`config.mk`:
```
export PLATFORM = sky130hd
export DESIGN_NAME = writeback_unit_flat
export DESIGN_NICKNAME = d
export VERILOG_FILES = /design/src/rtl/mips_pkg.sv /design/src/rtl/writeback_unit_if.sv /design/src/rtl/wb_skid_buffer.sv /design/src/rtl/writeback_unit.sv /design/src/flat_wrapper.sv
export SDC_FILE = /design/constraint.sdc
export NUM_CORES = 1
export LEC_CHECK = 0
export BUFFER_PORTS_ARGS = -buffer_cell sky130_fd_sc_hd__buf_2
export CAP_MARGIN = 20
export CORE_MARGIN = 3
export CORE_UTILIZATION = 45
export DETAILED_ROUTE_END_ITERATION = 8
export PLACE_DENSITY = 0.68
export SYNTH_ARGS = -nofsm -noshare
export SYNTH_HDL_FRONTEND = slang
export SYNTH_SLANG_ARGS = --single-unit
```
`constraint.sdc`:
```
create_clock -name Clk -period 3.65 [get_ports Clk]
set_clock_uncertainty 0.05 [all_clocks]
set_input_delay 0.365 -clock Clk [delete_from_list [all_inputs] [get_ports Clk]]
set_output_delay 0.365 -clock Clk [all_outputs]
set_load 0.02 [all_outputs]
```
`src/rtl/mips_pkg.sv`:
```
// mips_pkg: shared widths, $zero index, writeback buffer state and entry types
package mips_pkg;
    localparam int REG_ADDR_W = 5;
    localparam int DATA_W = 32;
    localparam logic [REG_ADDR_W-1:0] ZERO_REG = 5'd0;
    typedef enum logic [1:0] {EMPTY = 2'd0, ONE = 2'd1, FULL = 2'd2} wb_state_t;
    typedef struct packed {
        logic [REG_ADDR_W-1:0] rd;
        logic [DATA_W-1:0] data;
    } wb_entry_t;
endpackage

```
`src/rtl/writeback_unit_if.sv`:
```
// writeback_unit_if: MEM-stage result handshake into the writeback unit
interface writeback_unit_if;
    import mips_pkg::*;
    logic mem_valid;
    logic mem_ready;
    logic mem_regwrite;
    logic mem_memtoreg;
    logic [REG_ADDR_W-1:0] mem_rd;
    logic [DATA_W-1:0] mem_alu;
    logic [DATA_W-1:0] mem_rdata;
    modport master (output mem_valid, mem_regwrite, mem_memtoreg, mem_rd, mem_alu, mem_rdata, input mem_ready);
    modport slave (input mem_valid, mem_regwrite, mem_memtoreg, mem_rd, mem_alu, mem_rdata, output mem_ready);
endinterface

```
`src/rtl/wb_skid_buffer.sv`:
```
// wb_skid_buffer: 2-entry FIFO with flush; vacated slots are zeroed (tail port only with WB_BYPASS_EN)
module wb_skid_buffer import mips_pkg::*; (
    input  logic      Clk,
    input  logic      reset,
    input  logic      push,
    input  logic      pop,
    input  logic      flush,
    input  wb_entry_t din,
    output logic [1:0] count,
    output wb_entry_t head
`ifdef WB_BYPASS_EN
    , output wb_entry_t tail
`endif
);
    wb_state_t state_q, state_d;
    wb_entry_t e0_q, e0_d, e1_q, e1_d;
    logic do_push, do_pop;
    always_comb begin
        do_push = push && state_q != FULL;
        do_pop = pop && state_q != EMPTY;
        state_d = state_q;
        e0_d = e0_q;
        e1_d = e1_q;
        if (flush) begin
            state_d = EMPTY;
            e0_d = '0;
            e1_d = '0;
        end else begin
            case (state_q)
                EMPTY: if (do_push) begin
                    state_d = ONE;
                    e0_d = din;
                end
                ONE: if (do_push) begin
                    state_d = do_pop ? ONE : FULL;
                    e0_d = do_pop ? din : e0_q;
                    e1_d = do_pop ? '0 : din;
                end else if (do_pop) begin
                    state_d = EMPTY;
                    e0_d = '0;
                end
                FULL: if (do_pop) begin
                    state_d = ONE;
                    e0_d = e1_q;
                    e1_d = '0;
                end
                default: state_d = EMPTY;
            endcase
        end
    end
    always_ff @(posedge Clk) begin
        if (!reset) begin
            state_q <= EMPTY;
            e0_q <= '0;
            e1_q <= '0;
        end else begin
            state_q <= state_d;
            e0_q <= e0_d;
            e1_q <= e1_d;
        end
    end
    assign count = state_q;
    assign head = e0_q;
`ifdef WB_BYPASS_EN
    assign tail = state_q == FULL ? e1_q : e0_q;
`endif
endmodule

```
`src/rtl/writeback_unit.sv`:
```
// writeback_unit: buffered register-file writeback with $zero filter; WB_BYPASS_EN adds fwd_* tail forwarding
module writeback_unit import mips_pkg::*; (
    input  logic                  Clk,
    input  logic                  reset,
    writeback_unit_if.slave       mem,
    input  logic                  wr_grant,
    input  logic                  flush,
    output logic                  RegWrite,
    output logic [REG_ADDR_W-1:0] WriteReg,
    output logic [DATA_W-1:0]     WriteData,
    output logic [1:0]            pending
`ifdef WB_BYPASS_EN
    , output logic                  fwd_valid
    , output logic [REG_ADDR_W-1:0] fwd_reg
    , output logic [DATA_W-1:0]     fwd_data
`endif
);
    wb_entry_t din, head;
    logic push;
`ifdef WB_BYPASS_EN
    wb_entry_t tail;
`endif
    always_comb begin
        din.rd = mem.mem_rd;
        din.data = mem.mem_memtoreg ? mem.mem_rdata : mem.mem_alu;
        push = mem.mem_valid && mem.mem_ready && mem.mem_regwrite && mem.mem_rd != ZERO_REG;
    end
    assign mem.mem_ready = pending != 2'd2;
    wb_skid_buffer u_buf (
        .Clk   (Clk),
        .reset (reset),
        .push  (push),
        .pop   (wr_grant),
        .flush (flush),
        .din   (din),
        .count (pending),
        .head  (head)
`ifdef WB_BYPASS_EN
        , .tail (tail)
`endif
    );
    assign RegWrite = pending != 2'd0;
    assign WriteReg = head.rd;
    assign WriteData = head.data;
`ifdef WB_BYPASS_EN
    assign fwd_valid = pending != 2'd0;
    assign fwd_reg = tail.rd;
    assign fwd_data = tail.data;
`endif
endmodule

```
`src/flat_wrapper.sv`:
```
// flat-port wrapper written by rule: the top's interface ports become plain ports
module writeback_unit_flat import mips_pkg::*;
  (Clk, reset, wr_grant, flush, RegWrite, WriteReg, WriteData, pending, mem_mem_valid, mem_mem_regwrite, mem_mem_memtoreg, mem_mem_rd, mem_mem_alu, mem_mem_rdata, mem_mem_ready);
  writeback_unit_if mem_i ();
  input  logic Clk;
  input  logic reset;
  input  logic wr_grant;
  input  logic flush;
  output logic RegWrite;
  output logic [REG_ADDR_W-1:0] WriteReg;
  output logic [DATA_W-1:0] WriteData;
  output logic [1:0] pending;
  input wire logic [$bits(mem_i.mem_valid)-1:0] mem_mem_valid;
  input wire logic [$bits(mem_i.mem_regwrite)-1:0] mem_mem_regwrite;
  input wire logic [$bits(mem_i.mem_memtoreg)-1:0] mem_mem_memtoreg;
  input wire logic [$bits(mem_i.mem_rd)-1:0] mem_mem_rd;
  input wire logic [$bits(mem_i.mem_alu)-1:0] mem_mem_alu;
  input wire logic [$bits(mem_i.mem_rdata)-1:0] mem_mem_rdata;
  output wire logic [$bits(mem_i.mem_ready)-1:0] mem_mem_ready;
  assign mem_i.mem_valid = mem_mem_valid;
  assign mem_i.mem_regwrite = mem_mem_regwrite;
  assign mem_i.mem_memtoreg = mem_mem_memtoreg;
  assign mem_i.mem_rd = mem_mem_rd;
  assign mem_i.mem_alu = mem_mem_alu;
  assign mem_i.mem_rdata = mem_mem_rdata;
  assign mem_mem_ready = mem_i.mem_ready;
  writeback_unit u_core (.Clk(Clk), .reset(reset), .mem(mem_i), .wr_grant(wr_grant), .flush(flush), .RegWrite(RegWrite), .WriteReg(WriteReg), .WriteData(WriteData), .pending(pending));
endmodule
```
Yosys cells after proc, flatten, opt, wreduce, memory -nomap -nowiden
Cells that the tools add are included.
W data, S select, Z words.
- word-level logic and storage cells: 44
- register bits: 76
- input bits: 76
- output and inout port bits: 41
- reductions and logical operators: 14
- bitwise logic cells: 1
- muxes and demuxes: 16
- equal/unequal tests: 8
- operator list (cell ; number):
    $mux W37 ; 7
    $pmux W37 S3 ; 1
    $pmux W37 S2 ; 1
    $mux W32 ; 1
    $mux W2 ; 5
    $ne A2 B2 Y1 const B ; 5
    $pmux W2 S3 ; 1
    $reduce_and A3 Y1 ; 2
    $logic_and A1 B1 Y1 ; 5
    $reduce_bool A5 Y1 ; 1
    $reduce_and A4 Y1 ; 1
    $reduce_bool A2 Y1 ; 2
    $ne A3 B3 Y1 const B ; 1
    $reduce_bool A3 Y1 ; 1
    $eq A2 B1 Y1 const B ; 1
    $eq A2 B2 Y1 const B ; 1
    $logic_not A2 Y1 ; 1
    $reduce_or A2 Y1 ; 1
    $not A1 Y1 ; 1

Longest topological paths before layout
Gate-level depths: netlist (run 1).
- depth in word-level cells: 7
- gate-level depth with buffers: 8
- gate-level depth less buffers: 6

Hierarchy
A second synthesis (run 1) with hierarchy kept.
- cells, all modules: 366
- area, all modules: 3754.9 um^2
- modules (own cells, without submodules) (module ; cells an instance ; sequential area each (um^2) ; area an instance (um^2) ; times used):
    wb_skid_buffer ; 326 ; 1521.5 ; 3337.0 ; 1
    writeback_unit ; 40 ; 0.0 ; 417.9 ; 1

Worst setup path after synthesis (run 1)
No wires, ideal clock.
- path type: flip-flop to flip-flop
- start: register u_core.u_buf.state_q[0], in the netlist u_core.u_buf.count[0]
- end: register u_core.u_buf.e0_q (netlist bit u_core.u_buf.head[26])
- clock period less this slack: 2.205 ns
- buffers on the path: 2
- required time: 3.509 ns
- setup time: 0.091 ns
- arrival time: 2.064 ns
- setup slack: 1.445 ns
- cell stages (with the launch flop): 9
- cell sequence: dfxtp_1 -> inv_1 -> ha_1 -> nand4b_1 -> o21ba_1 -> buf_2 -> clkbuf_1 -> o21ai_0 -> a311oi_1
- word-level cells in the longest chain between the ends: 7
- elaborated cells between the ends (all ways): 17
- those cells by class: 6 x eq/ne; 2 x mux; 9 x reduce/logical
- RTL lines (what ; RTL line ; text):
    start, declared ; wb_skid_buffer.sv:15 ; wb_state_t state_q, state_d;
    start signal, assigned ; wb_skid_buffer.sv:57 ; state_q <= state_d;
    $ne A2 B2 Y1 ; wb_skid_buffer.sv:19, writeback_unit.sv:28 ;
    $logic_and A1 B1 Y1 (3 in series) ; writeback_unit.sv:26 ; push = mem.mem_valid && mem.mem_ready && mem.mem_regwrite && mem.mem_rd != ZERO_REG;
    $logic_and A1 B1 Y1 ; wb_skid_buffer.sv:19 ; do_push = push && state_q != FULL;
    $mux W37 / $ne A2 B2 Y1 (equally long branches) ; -- ;
    $pmux W37 S3 / $reduce_and A4 Y1 (equally long branches) ; -- ;
    end signal, assigned ; wb_skid_buffer.sv:54 ; e0_q <= '0;
    end signal, assigned ; wb_skid_buffer.sv:58 ; e0_q <= e0_d;
    end, declared ; wb_skid_buffer.sv:16 ; wb_entry_t e0_q, e0_d, e1_q, e1_d;
Several ways; a longest one is shown, not always the timed one.
A chain may end at the register's enable or synchronous reset.

Worst setup path in the final report (run 1)
- start: register u_core.u_buf.state_q[0], in the netlist u_core.u_buf.count[0]
- end: register u_core.u_buf.e1_q[26] in the netlist's numbering
- word-level cells in the longest chain between the ends: 7
- elaborated cells between the ends (all ways): 16
- those cells by class: 5 x eq/ne; 3 x mux; 8 x reduce/logical
- RTL lines (what ; RTL line ; text):
    $ne A2 B2 Y1 ; wb_skid_buffer.sv:19, writeback_unit.sv:28 ;
    $logic_and A1 B1 Y1 (3 in series) ; writeback_unit.sv:26 ;
    $logic_and A1 B1 Y1 ; wb_skid_buffer.sv:19 ;
    $ne A2 B2 Y1 (no source line) ; -- ;
    $reduce_and A3 Y1 (no source line) ; -- ;
    end signal, assigned ; wb_skid_buffer.sv:55 ; e1_q <= '0;
    end signal, assigned ; wb_skid_buffer.sv:59 ; e1_q <= e1_d;
    end, declared ; wb_skid_buffer.sv:16 ;
Several ways; a longest one is shown, not always the timed one. The select of a mux whose other input is x is not followed.

==> results of run 1 <==
## final cells by class
cell class                 count  area share (%)
timing repair buffer         124            14.8
inverter                       6           0.520
clock inverter                 4            1.68
multi-input combinational    248            41.7
tap                           99            2.86
sequential                    76            35.1
clock buffer                  12            3.35
## flip-flops by register name, summed over array words and instances (netlist names)
name	count
u_core.u_buf.e1_q	37
u_core.u_buf.head	37
u_core.u_buf.count	2
## where the power goes
group          internal, mW  switching [mW]
Sequential            0.851          0.0122
Clock                 0.403           0.303
Combinational         0.115           0.156
Total                  1.37           0.471
## placed cells by master, fill, tap and decap left out, types with 2 or more instances in the layout
cell and n:
sky130_fd_sc_hd__dfxtp_1 76, sky130_fd_sc_hd__bufinv_16 2, sky130_fd_sc_hd__o31ai_1 2, sky130_fd_sc_hd__nor2_1 3, sky130_fd_sc_hd__clkbuf_1 2, sky130_fd_sc_hd__nor3_1 36, sky130_fd_sc_hd__clkbuf_8 10, sky130_fd_sc_hd__o21ai_0 12
sky130_fd_sc_hd__nand2_1 36, sky130_fd_sc_hd__inv_1 5, sky130_fd_sc_hd__a21oi_1 4, sky130_fd_sc_hd__mux2i_1 26, sky130_fd_sc_hd__a22o_1 11, sky130_fd_sc_hd__buf_2 116, sky130_fd_sc_hd__a22oi_1 2, sky130_fd_sc_hd__o21bai_1 26
sky130_fd_sc_hd__a311oi_1 34, sky130_fd_sc_hd__buf_4 8, sky130_fd_sc_hd__o2bb2ai_1 26, sky130_fd_sc_hd__o211a_1 2, sky130_fd_sc_hd__mux2_2 6, sky130_fd_sc_hd__ha_1 4, sky130_fd_sc_hd__nand3_1 4
## worst min-delay path by stage
stage	startpoint	slack, ns	end	cells after the start
floorplan	u_core.u_buf.e1_q[0]$_SDFFE_PP0P_	0.38	u_core.u_buf.e1_q[0]$_SDFFE_PP0P_	1
global placement	u_core.u_buf.e1_q[4]$_SDFFE_PP0P_	0.39	u_core.u_buf.e1_q[4]$_SDFFE_PP0P_	1
detailed placement	u_core.u_buf.e1_q[8]$_SDFFE_PP0P_	0.40	u_core.u_buf.e1_q[8]$_SDFFE_PP0P_	1
CTS	mem_mem_rd[2]	0.21	u_core.u_buf.e1_q[34]$_SDFFE_PP0P_	2
global route	mem_mem_rd[2]	0.21	u_core.u_buf.e1_q[34]$_SDFFE_PP0P_	2
finish	mem_mem_rd[2]	0.22	u_core.u_buf.e1_q[34]$_SDFFE_PP0P_	2
## cell families after synthesis
family          count (synthesis)  share of synthesized area (%)
compound gates                122                           27.9
fa+ha+maj                       4                           1.42
buf+inv                        42                           5.76
flops                          76                           43.2
mux                            32                           9.31
simple gates                   90                           12.4
## routing by layer
metal	global-route usage (%)	wire length, µm	up-vias
met5	0	0	-
met4	5.90	37	0
met3	6.45	605	2
met2	37.2	4700	106
met1	25.3	3860	1514
li1	-	-	1588
==> summary.md, run 1 <==
| Metric | Value |
|---|---|
| Run status | `complete, no violations` |
| Leakage | `1.81 nW` |
| Part of the cycle the worst path needs | `67.2%` |
| Number of clock sinks seen by CTS | `76` |
| Maximum number of pins on one net before global-route repair | `39` |
| Area share of the leading cell type in the synthesized netlist | `43.2%` |
| Routability congestion estimate | `0.837` |
| Yosys reg bits | `76` |
| Worst voltage drop across the vdd grid | `0.218 mV` |
| Crit path kind | `flip-flop to flip-flop` |
| FP Rows | `31` |
| Remaining global-route overflow | `0` |
| Clock input transition at the sequential cells of the worst setup and hold paths | `0.09 ns` |
| Average routed wire per standard cell | `16.2 µm` |
| Total stage count of the critical path | `7` |
| Place WS | `1.23 ns` |
| Relative slew slack | `37.9%` |
| Maximum clock frequency | `0.408 GHz` |
| Drt drc | `0` |
| Final-stage net count | `545` |
| Synth top cells by count | `sky130_fd_sc_hd__dfxtp_1, sky130_fd_sc_hd__nand2_1, sky130_fd_sc_hd__nor3_1` |
| DR vias | `3210` |
| PostCTS Resize Cnt | `0` |
| Count of boundary I/O pins | `117` |
| Footprint of the multi-input gates | `1810 µm²` |
| Input/output buffers | `116` |
| Worst setup slack after layout | `1.20 ns` |
| Fraction of registers with async set/reset | `0%` |
| Cell type group with the largest total delay on the critical path | `simple AND/OR/NAND/NOR gates` |
| Critical path data required time | `3.88 ns` |
| Count of buffers added by post-CTS timing repair for setup | `0` |
| CTS Root Cell | `sky130_fd_sc_hd__clkbuf_8` |
| Synth warn | `0` |
| Placed wire-length estimate after detailed placement | `5860 µm` |
| Setup total negative slack | `0 ns` |
| Max-capacitance violation count | `0` |
| End point of the critical path | `u_core.u_buf.e1_q[26]$_SDFFE_PP0P_` |
| Cts-stage hold buffer count | `0` |
| Clock latency of the later-clocked register in the worst-skew pair | `0.35 ns` |
| Average cell area after synthesis | `9.62 µm²` |
| Synthesized netlist cell count | `366` |
| Final non-filler cell area | `4330 µm²` |
| Combined area of all synthesized cells | `3520 µm²` |
| Total die area | `8920 µm²` |
| Number of DRC violations after detailed-routing iteration 0 | `194` |
| Number of buffers between clock root and the deepest sink | `2` |
| Area added between synthesis and finish | `23.1%` |
| Critical Path Fanout Max | `38` |
| Worst setup path startpoint | `u_core.u_buf.count[0]$_SDFFE_PP0P_` |
| Critical Path Max Stage Delay | `0.48 ns` |
| Hold Fails Final Rpt | `0` |
| H-Tree Level Count | `3` |
| Arrival time of data at the critical path endpoint | `2.69 ns` |
| Slew of the pin with the lowest slew margin | `0.931 ns` |
| Clock tree from TritonCTS | `yes` |
| Cell with the most instances after synthesis | `sky130_fd_sc_hd__dfxtp_1` |
| Count of flip-flops with a built-in enable after synthesis | `0` |
| Largest area contributor in the synthesized netlist | `sky130_fd_sc_hd__dfxtp_1` |
| Filler Cell Count | `665` |
| Initial antenna violation count | `0` |
| Cells taking the most area after synthesis | `sky130_fd_sc_hd__dfxtp_1, sky130_fd_sc_hd__a311oi_1, sky130_fd_sc_hd__mux2i_1` |
| Clock buffers created by TritonCTS | `9` |
| Chip width | `94.4 µm` |
| RR Endpoint | `u_core.u_buf.e1_q[26]$_SDFFE_PP0P_` |
| Kind of path behind the tightest hold check | `input pin to flip-flop` |
| Number of global-route vias before repair | `3088` |
| Die Ht | `94.4 µm` |
| Critical path buffers and inverters | `2` |
| Series of cell instances along the critical path | `inv_1 > ha_1 > nand4b_1 > o21ba_1 > buf_4 > and3_1 > a22o_1` |
| Sequential area share after synthesis | `43.2%` |
| Reg-to-reg startpoint | `u_core.u_buf.count[0]$_SDFFE_PP0P_` |
| WHS | `0.217 ns` |
| Syn Nets | `446` |
| Slowest cell on crit path | `sky130_fd_sc_hd__and3_1` |
| Via density per instance | `5.64` |
| Number of unique standard cell types used by synthesis | `35` |
| Number of diodes | `0` |
| Final core utilization | `58.5%` |
| First-pass GRT wire length | `14800 µm` |
| Cell depth of the worst flop-to-flop path | `7` |
| Worst-case register-to-register setup slack | `1.20 ns` |
| Area occupied by registers | `1520 µm²` |
| Total wire length | `9200 µm` |
| Starting utilization of the core area | `47.5%` |
| Filler-free cell count of the finished design | `569` |
| Number of placed instances, taps included | `553` |
| Startpoint Class | `flip-flop` |
| Share of post-route cells with drive strength above 1 | `31.7%` |
| Endpoint class of the critical path | `flip-flop` |
| Power density normalized to cell area | `425 nW/µm²` |
| RSZ-0062 raised after global routing | `no` |
| Antenna-violating nets left | `0` |
| Global-route usage over all layers | `21.3%` |
| Total power after layout | `1.84 mW` |
| Placeable core region | `7410 µm²` |
| Number of setup violations in the final report | `0` |
| Final-report max-slew violation count | `0` |
| Final worst path period need | `2.45 ns` |
| Dominant register cell in the synthesized netlist | `sky130_fd_sc_hd__dfxtp_1` |
| Area post-placement | `4110 µm²` |
| Drt pass-1 iters | `4` |
Note: power is estimated with default switching activity, not from simulation.
==> inputs of run 2 (changes only) <==
==> constraint.sdc (replaced) <==
create_clock -name Clk -period 2.45 [get_ports Clk]
set_clock_uncertainty 0.05 [all_clocks]
set_input_delay 0.245 -clock Clk [delete_from_list [all_inputs] [get_ports Clk]]
set_output_delay 0.245 -clock Clk [all_outputs]
set_load 0.02 [all_outputs]
==> run 2 against run 1 <==
Combinational power grew 52%. Power grew 54%. Clock power grew 60%. Register-to-register slack lost 1.0 ns. Wire length grew 2.4%. Non-clock buffer count grew 7. Sequential cell count is the same. Core utilization grew 1.2 points. Setup slack lost 1.0 ns. Fmax grew 6.6%. Critical endpoint is now u_core.u_buf.e1_q[32]$_SDFFE_PP0P_. Highest routed layer unchanged.
==> summary.md, run 2 (synthesis gave the netlist of run 1 again) <==
| Metric | Value |
|---|---|
| Run status | `complete, no violations` |
| Antenna-violating nets left | `0` |
| Average routed wire per standard cell | `16.4 µm` |
| Maximum clock frequency | `0.435 GHz` |
| Count of boundary I/O pins | `117` |
| Design internal power | `2.12 mW` |
| Endpoint class of the critical path | `flip-flop` |
| RSZ-0062 raised after global routing | `no` |
| Number of DRC violations after detailed-routing iteration 0 | `126` |
| Reg-to-reg startpoint | `u_core.u_buf.count[0]$_SDFFE_PP0P_` |
| Critical Path Max Stage Delay | `0.56 ns` |
| Cell depth of the worst flop-to-flop path | `6` |
| Switching power | `712 µW` |
| Number of clock sinks seen by CTS | `76` |
| Series of cell instances along the critical path | `inv_1 > ha_1 > nand4b_1 > o21ba_1 > and3_1 > a22o_1` |
| Drt pass-1 iters | `4` |
| Die Ht | `94.4 µm` |
| Worst-case register-to-register setup slack | `0.15 ns` |
| Cts-stage hold buffer count | `0` |
| Filler Cell Count | `674` |
| Final worst path period need | `2.30 ns` |
| Placed wire-length estimate after detailed placement | `6320 µm` |
| Clock latency of the later-clocked register in the worst-skew pair | `0.35 ns` |
| Critical path data required time | `2.68 ns` |
| Hold Fails Final Rpt | `0` |
| Setup total negative slack | `0 ns` |
| CTS Root Cell | `sky130_fd_sc_hd__clkbuf_8` |
| RR Endpoint | `u_core.u_buf.e1_q[32]$_SDFFE_PP0P_` |
| Part of the cycle the worst path needs | `93.9%` |
| Final-stage net count | `552` |
| Leakage | `1.86 nW` |
| Kind of path behind the tightest hold check | `input pin to flip-flop` |
| Critical Path Fanout Max | `11` |
| Clk network pwr share | `40.0%` |
| Sequential fraction of design power | `45.5%` |
| Remaining global-route overflow | `0` |
| Number of global-route vias before repair | `3212` |
| Final core utilization | `59.6%` |
| Number of cells traversed by the worst hold path | `2` |
| Most frequent cells in the layout | `sky130_fd_sc_hd__buf_2, sky130_fd_sc_hd__dfxtp_1, sky130_fd_sc_hd__nor3_1, sky130_fd_sc_hd__nand2_1, sky130_fd_sc_hd__a311oi_1` |
| Count of buffers added by post-CTS timing repair for setup | `0` |
| Maximum number of pins on one net before global-route repair | `38` |
| Share of post-route cells with drive strength above 1 | `33.1%` |
| Via density per instance | `5.67` |
| Final non-filler cell area | `4420 µm²` |
| Slew of the pin with the lowest slew margin | `0.543 ns` |
| Sink of the worst hold path | `u_core.u_buf.e1_q[34]$_SDFFE_PP0P_` |
| First-pass GRT wire length | `15500 µm` |
| Total power after layout | `2.83 mW` |
| Number of setup violations in the final report | `0` |
| Net Sw Frac | `25.2%` |
| Input/output buffers | `116` |
| Clock input transition at the sequential cells of the worst setup and hold paths | `0.08 ns` |
| Placeable core region | `7410 µm²` |
| H-Tree Level Count | `3` |
| Total die area | `8920 µm²` |
| Leading cell type in the layout, fill and taps excluded | `sky130_fd_sc_hd__buf_2` |
| DR vias | `3267` |
| Routability congestion estimate | `0.800` |
| Starting utilization of the core area | `47.5%` |
| Worst voltage drop across the vdd grid | `0.408 mV` |
| Crit path kind | `flip-flop to flip-flop` |
| Chip width | `94.4 µm` |
| Initial antenna violation count | `0` |
| Total wire length | `9420 µm` |
| FP Rows | `31` |
| Area post-placement | `4180 µm²` |
| Arrival time of data at the critical path endpoint | `2.54 ns` |
| Startpoint Class | `flip-flop` |
| Max-capacitance violation count | `0` |
| Clock buffers created by TritonCTS | `9` |
| Power density normalized to cell area | `640 nW/µm²` |
| Relative slew slack | `63.8%` |
| Area added between synthesis and finish | `25.5%` |
| Number of diodes | `0` |
| Global-route usage over all layers | `22.0%` |
| Clock tree from TritonCTS | `yes` |
| Combinational fraction of design power | `14.5%` |
| Slowest cell on crit path | `sky130_fd_sc_hd__and3_1` |
| PostCTS Resize Cnt | `0` |
| Drt drc | `0` |
| Startpoint of the most critical hold path | `mem_mem_rd[2]` |
| Number of buffers between clock root and the deepest sink | `2` |
| Final-report max-slew violation count | `0` |
run 2: how the worst max path moves through the flow:
| stage | cells past startpoint | slack [ns] | start | to |
|---|---|---|---|---|
| 3_5_place_dp | 6 | 0.23 | u_core.u_buf.count[0]$_SDFFE_PP0P_ | u_core.u_buf.e1_q[24]$_SDFFE_PP0P_ |
| 6_report | 6 | 0.15 | u_core.u_buf.count[0]$_SDFFE_PP0P_ | u_core.u_buf.e1_q[32]$_SDFFE_PP0P_ |
| 4_1_cts | 6 | 0.17 | u_core.u_buf.count[0]$_SDFFE_PP0P_ | u_core.u_buf.e1_q[32]$_SDFFE_PP0P_ |
| 3_3_place_gp | 6 | 0.31 | u_core.u_buf.count[0]$_SDFFE_PP0P_ | u_core.u_buf.e1_q[27]$_SDFFE_PP0P_ |
| 5_1_grt | 6 | 0.01 | u_core.u_buf.count[0]$_SDFFE_PP0P_ | u_core.u_buf.e1_q[27]$_SDFFE_PP0P_ |
| 2_1_floorplan | 8 | 0.24 | u_core.u_buf.count[0]$_SDFFE_PP0P_ | u_core.u_buf.head[26]$_SDFFE_PP0P_ |
run 2: cell type report:
cell class                 count  area [µm²]  area share, %
inverter                       6        22.5          0.510
timing repair buffer         131         706           16.0
sequential                    76        1520           34.4
multi-input combinational    248        1810           40.9
clock inverter                 7         115           2.61
tap                           99         124           2.80
clock buffer                   9         124           2.80
run 2: power by group through the flow:
stage	sequential (mW)	combinational, mW	clock [mW]
2_1_floorplan	1.35	0.235	0
6_report	1.29	0.411	1.13
3_5_place_dp	1.32	0.413	0
4_1_cts	1.29	0.414	1.15
5_1_grt	1.29	0.456	1.21
3_3_place_gp	1.31	0.407	0
run 2: layer usage:
| layer | vias to the layer above | wire length (µm) | global-route usage, % |
|---|---|---|---|
| li1 | 1605 | - | - |
| met1 | 1545 | 3860 | 25.6 |
| met2 | 106 | 4800 | 39.8 |
| met3 | 11 | 642 | 5.82 |
| met4 | 0 | 121 | 5.66 |
| met5 | - | 0 | 0 |
run 2: metrics by stage:
step                      setup slack, ns  instances  hold WS [ns]
after floorplan                     0.245        366         0.320
after global placement              0.307        560         0.394
after detailed placement            0.231        560         0.397
after CTS                           0.168        576        0.0977
after global routing               0.0149        576        0.0931
final                               0.149        576         0.110
run 2: worst max-delay path: cells and delay by family, from the launching register on:
family	cells	cell delay, ns
flip-flops	1	0.40
buffers and inverters	1	0.09
AO/OA/AOI/OAI	2	0.66
adder cells (fa/ha/maj)	1	0.25
AND/OR/NAND/NOR	2	0.79
==> inputs of run 3 (changes only) <==
==> constraint.sdc (replaced) <==
create_clock -name Clk -period 2.45 [get_ports Clk]
set_clock_uncertainty 0.05 [all_clocks]
set_input_delay 0.1225 -clock Clk [delete_from_list [all_inputs] [get_ports Clk]]
set_output_delay 0.1225 -clock Clk [all_outputs]
set_load 0.02 [all_outputs]
==> run 3 against run 2 <==
Count of clock-buffer cells in the layout is the same. Sequential cell count unchanged. Die area stayed put. Global-route usage fell by 0.30 points. Wire length is 3.4% higher. Largest power group unchanged. Non-clock buffer count up 4. Worst hold slack got worse by 0.092 ns.
==> summary.md, run 3 (synthesis gave the netlist of run 1 again) <==
| Metric | Value |
|---|---|
| Number of global-route vias before repair | `3110` |
| Critical path buffers and inverters | `4` |
| Max-capacitance violation count | `0` |
| Crit path kind | `input pin to flip-flop` |
| Drt pass-1 iters | `4` |
| Endpoint class of the critical path | `flip-flop` |
| Placed wire-length estimate after detailed placement | `6160 µm` |
| Starting utilization of the core area | `47.5%` |
| Cell depth of the worst flop-to-flop path | `8` |
| Part of the cycle the worst path needs | `96.3%` |
| Number of diodes | `0` |
| RR Endpoint | `u_core.u_buf.e1_q[3]$_SDFFE_PP0P_` |
| Maximum number of pins on one net before global-route repair | `39` |
| Total stage count of the critical path | `8` |
| Count of boundary I/O pins | `117` |
| Relative slew slack | `35.2%` |
| Slew of the pin with the lowest slew margin | `0.967 ns` |
| CTS Root Cell | `sky130_fd_sc_hd__clkbuf_8` |
| Arrival time of data at the critical path endpoint | `2.56 ns` |
| Routability congestion estimate | `0.782` |
| FP Rows | `31` |
| H-Tree Level Count | `3` |
| Final core utilization | `60.4%` |
| Final worst path period need | `2.36 ns` |
| Kind of path behind the tightest hold check | `input pin to flip-flop` |
| Number of setup violations in the final report | `0` |
| Critical Path Max Stage Delay | `0.53 ns` |
| Cell repeated most along the worst path | `sky130_fd_sc_hd__buf_4` |
| Startpoint Class | `input pin` |
| Number of cells traversed by the worst hold path | `3` |
| Clock input transition at the sequential cells of the worst setup and hold paths | `0.08 ns` |
| Number of DRC violations after detailed-routing iteration 0 | `164` |
| Input/output buffers | `116` |
| Die Ht | `94.4 µm` |
| Number of clock sinks seen by CTS | `76` |
| Antenna-violating nets left | `0` |
| Leakage | `1.88 nW` |
| Total wire length | `9750 µm` |
| Final-stage net count | `557` |
| Number of buffers between clock root and the deepest sink | `2` |
| Remaining global-route overflow | `0` |
| Run status | `complete, no violations` |
| DR vias | `3302` |
| Power density normalized to cell area | `643 nW/µm²` |
| Chip width | `94.4 µm` |
| Clock buffers created by TritonCTS | `9` |
| Worst-case register-to-register setup slack | `0.16 ns` |
| Cell type group with the largest total delay on the critical path | `buffers and inverters` |
| Initial antenna violation count | `0` |
| Critical path data required time | `2.65 ns` |
| Clock tree from TritonCTS | `yes` |
| Hold Fails Final Rpt | `0` |
| Maximum clock frequency | `0.424 GHz` |
| Leading cell type in the layout, fill and taps excluded | `sky130_fd_sc_hd__buf_2` |
| Slowest cell on crit path | `sky130_fd_sc_hd__dlygate4sd3_1` |
| Drt drc | `0` |
| Count of buffers added by post-CTS timing repair for setup | `0` |
| Final-report max-slew violation count | `0` |
| Most frequent cells in the layout | `sky130_fd_sc_hd__buf_2, sky130_fd_sc_hd__dfxtp_1, sky130_fd_sc_hd__nand2_1` |
| Worst setup path startpoint | `mem_mem_rd[3]` |
| First-pass GRT wire length | `15300 µm` |
| Area added between synthesis and finish | `27.1%` |
| RSZ-0062 raised after global routing | `no` |
| Clock latency of the later-clocked register in the worst-skew pair | `0.34 ns` |
| Placeable core region | `7410 µm²` |
| Share of post-route cells with drive strength above 1 | `34.2%` |
| Via density per instance | `5.68` |
| Reg-to-reg startpoint | `u_core.u_buf.count[0]$_SDFFE_PP0P_` |
| Worst voltage drop across the vdd grid | `0.383 mV` |
| End point of the critical path | `u_core.u_buf.head[31]$_SDFFE_PP0P_` |
| Total die area | `8920 µm²` |
| Startpoint of the most critical hold path | `mem_mem_alu[10]` |
| Global-route usage over all layers | `21.7%` |
| Total power after layout | `2.88 mW` |
| Series of cell instances along the critical path | `dlygate4sd3_1 > buf_2 > or4_4 > buf_4 > o211a_1 > or2_2 > buf_4 > a311oi_1` |
| Critical Path Fanout Max | `14` |
| Average routed wire per standard cell | `16.8 µm` |
-- run 3: changes by cell type in the layout (fill, tap and decap cells not counted), moves of 2 or more --
| cell | delta |
|---|---|
| sky130_fd_sc_hd__clkinv_4 | +4 |
| sky130_fd_sc_hd__buf_4 | +2 |
| sky130_fd_sc_hd__clkinv_2 | -2 |
| sky130_fd_sc_hd__clkinvlp_4 | -2 |
| sky130_fd_sc_hd__dlygate4sd3_1 | +2 |
| sky130_fd_sc_hd__nor3_2 | +2 |
-- run 3: worst min-delay path, cell delays in order --
cell                        delay [ns]
sky130_fd_sc_hd__buf_2            0.08
sky130_fd_sc_hd__mux2i_1          0.06
sky130_fd_sc_hd__o2bb2ai_1        0.11
-- run 3: worst min path at each step --
| stage | to |
|---|---|
| global placement | u_core.u_buf.e1_q[35]$_SDFFE_PP0P_ |
| CTS | u_core.u_buf.e1_q[10]$_SDFFE_PP0P_ |
| global route | u_core.u_buf.e1_q[10]$_SDFFE_PP0P_ |
| detailed placement | u_core.u_buf.e1_q[35]$_SDFFE_PP0P_ |
| finish | u_core.u_buf.e1_q[10]$_SDFFE_PP0P_ |
| floorplan | u_core.u_buf.e1_q[32]$_SDFFE_PP0P_ |
-- run 3: metrics by stage --
stage / hold WS [ns] / std cells / setup WS [ns] / TNS (ns) / cell area (µm²)
2_1_floorplan: 0.198 / 366 / 0.245 / 0 / 3520
3_3_place_gp: 0.331 / 562 / -0.00144 / -0.00144 / 4180
3_5_place_dp: 0.334 / 562 / -0.0424 / -0.340 / 4180
4_1_cts: 0.00778 / 581 / 0.0730 / 0 / 4470
5_1_grt: 0.00607 / 581 / 0.0100 / 0 / 4470
6_report: 0.0174 / 581 / 0.0897 / 0 / 4470
-- run 3: routing by layer --
layer / GRT usage [%] / vias up / wire length, µm
li1: - / 1627 / -
met2: 36.7 / 111 / 4810
met3: 4.86 / 9 / 660
met4: 6.02 / 0 / 110
met5: 0 / - / 0
met1: 27.8 / 1555 / 4170
-- run 3: power breakdown --
part	leakage [nW]	internal (mW)	switching, mW
registers	0.616	1.27	0.0184
clock network	0.124	0.684	0.484
logic	1.14	0.181	0.242
total	1.88	2.13	0.745
-- run 3: layout make-up --
class | instances | area [µm²]
fill | 692 | 2930
multi-input combinational | 249 | 1820
sequential | 76 | 1520
timing repair buffer | 135 | 736
clock inverter | 7 | 125
clock buffer | 9 | 124
tap | 99 | 124
inverter | 6 | 22.5
-- run 3: repair_timing --
item	4_1_cts	5_1_grt
hold buffers	2	0
gates cloned	1	0
endpoints found under the setup margin	14	41
pin swaps	1	0
endpoints found under the hold margin	2	0
resized for setup	2	5
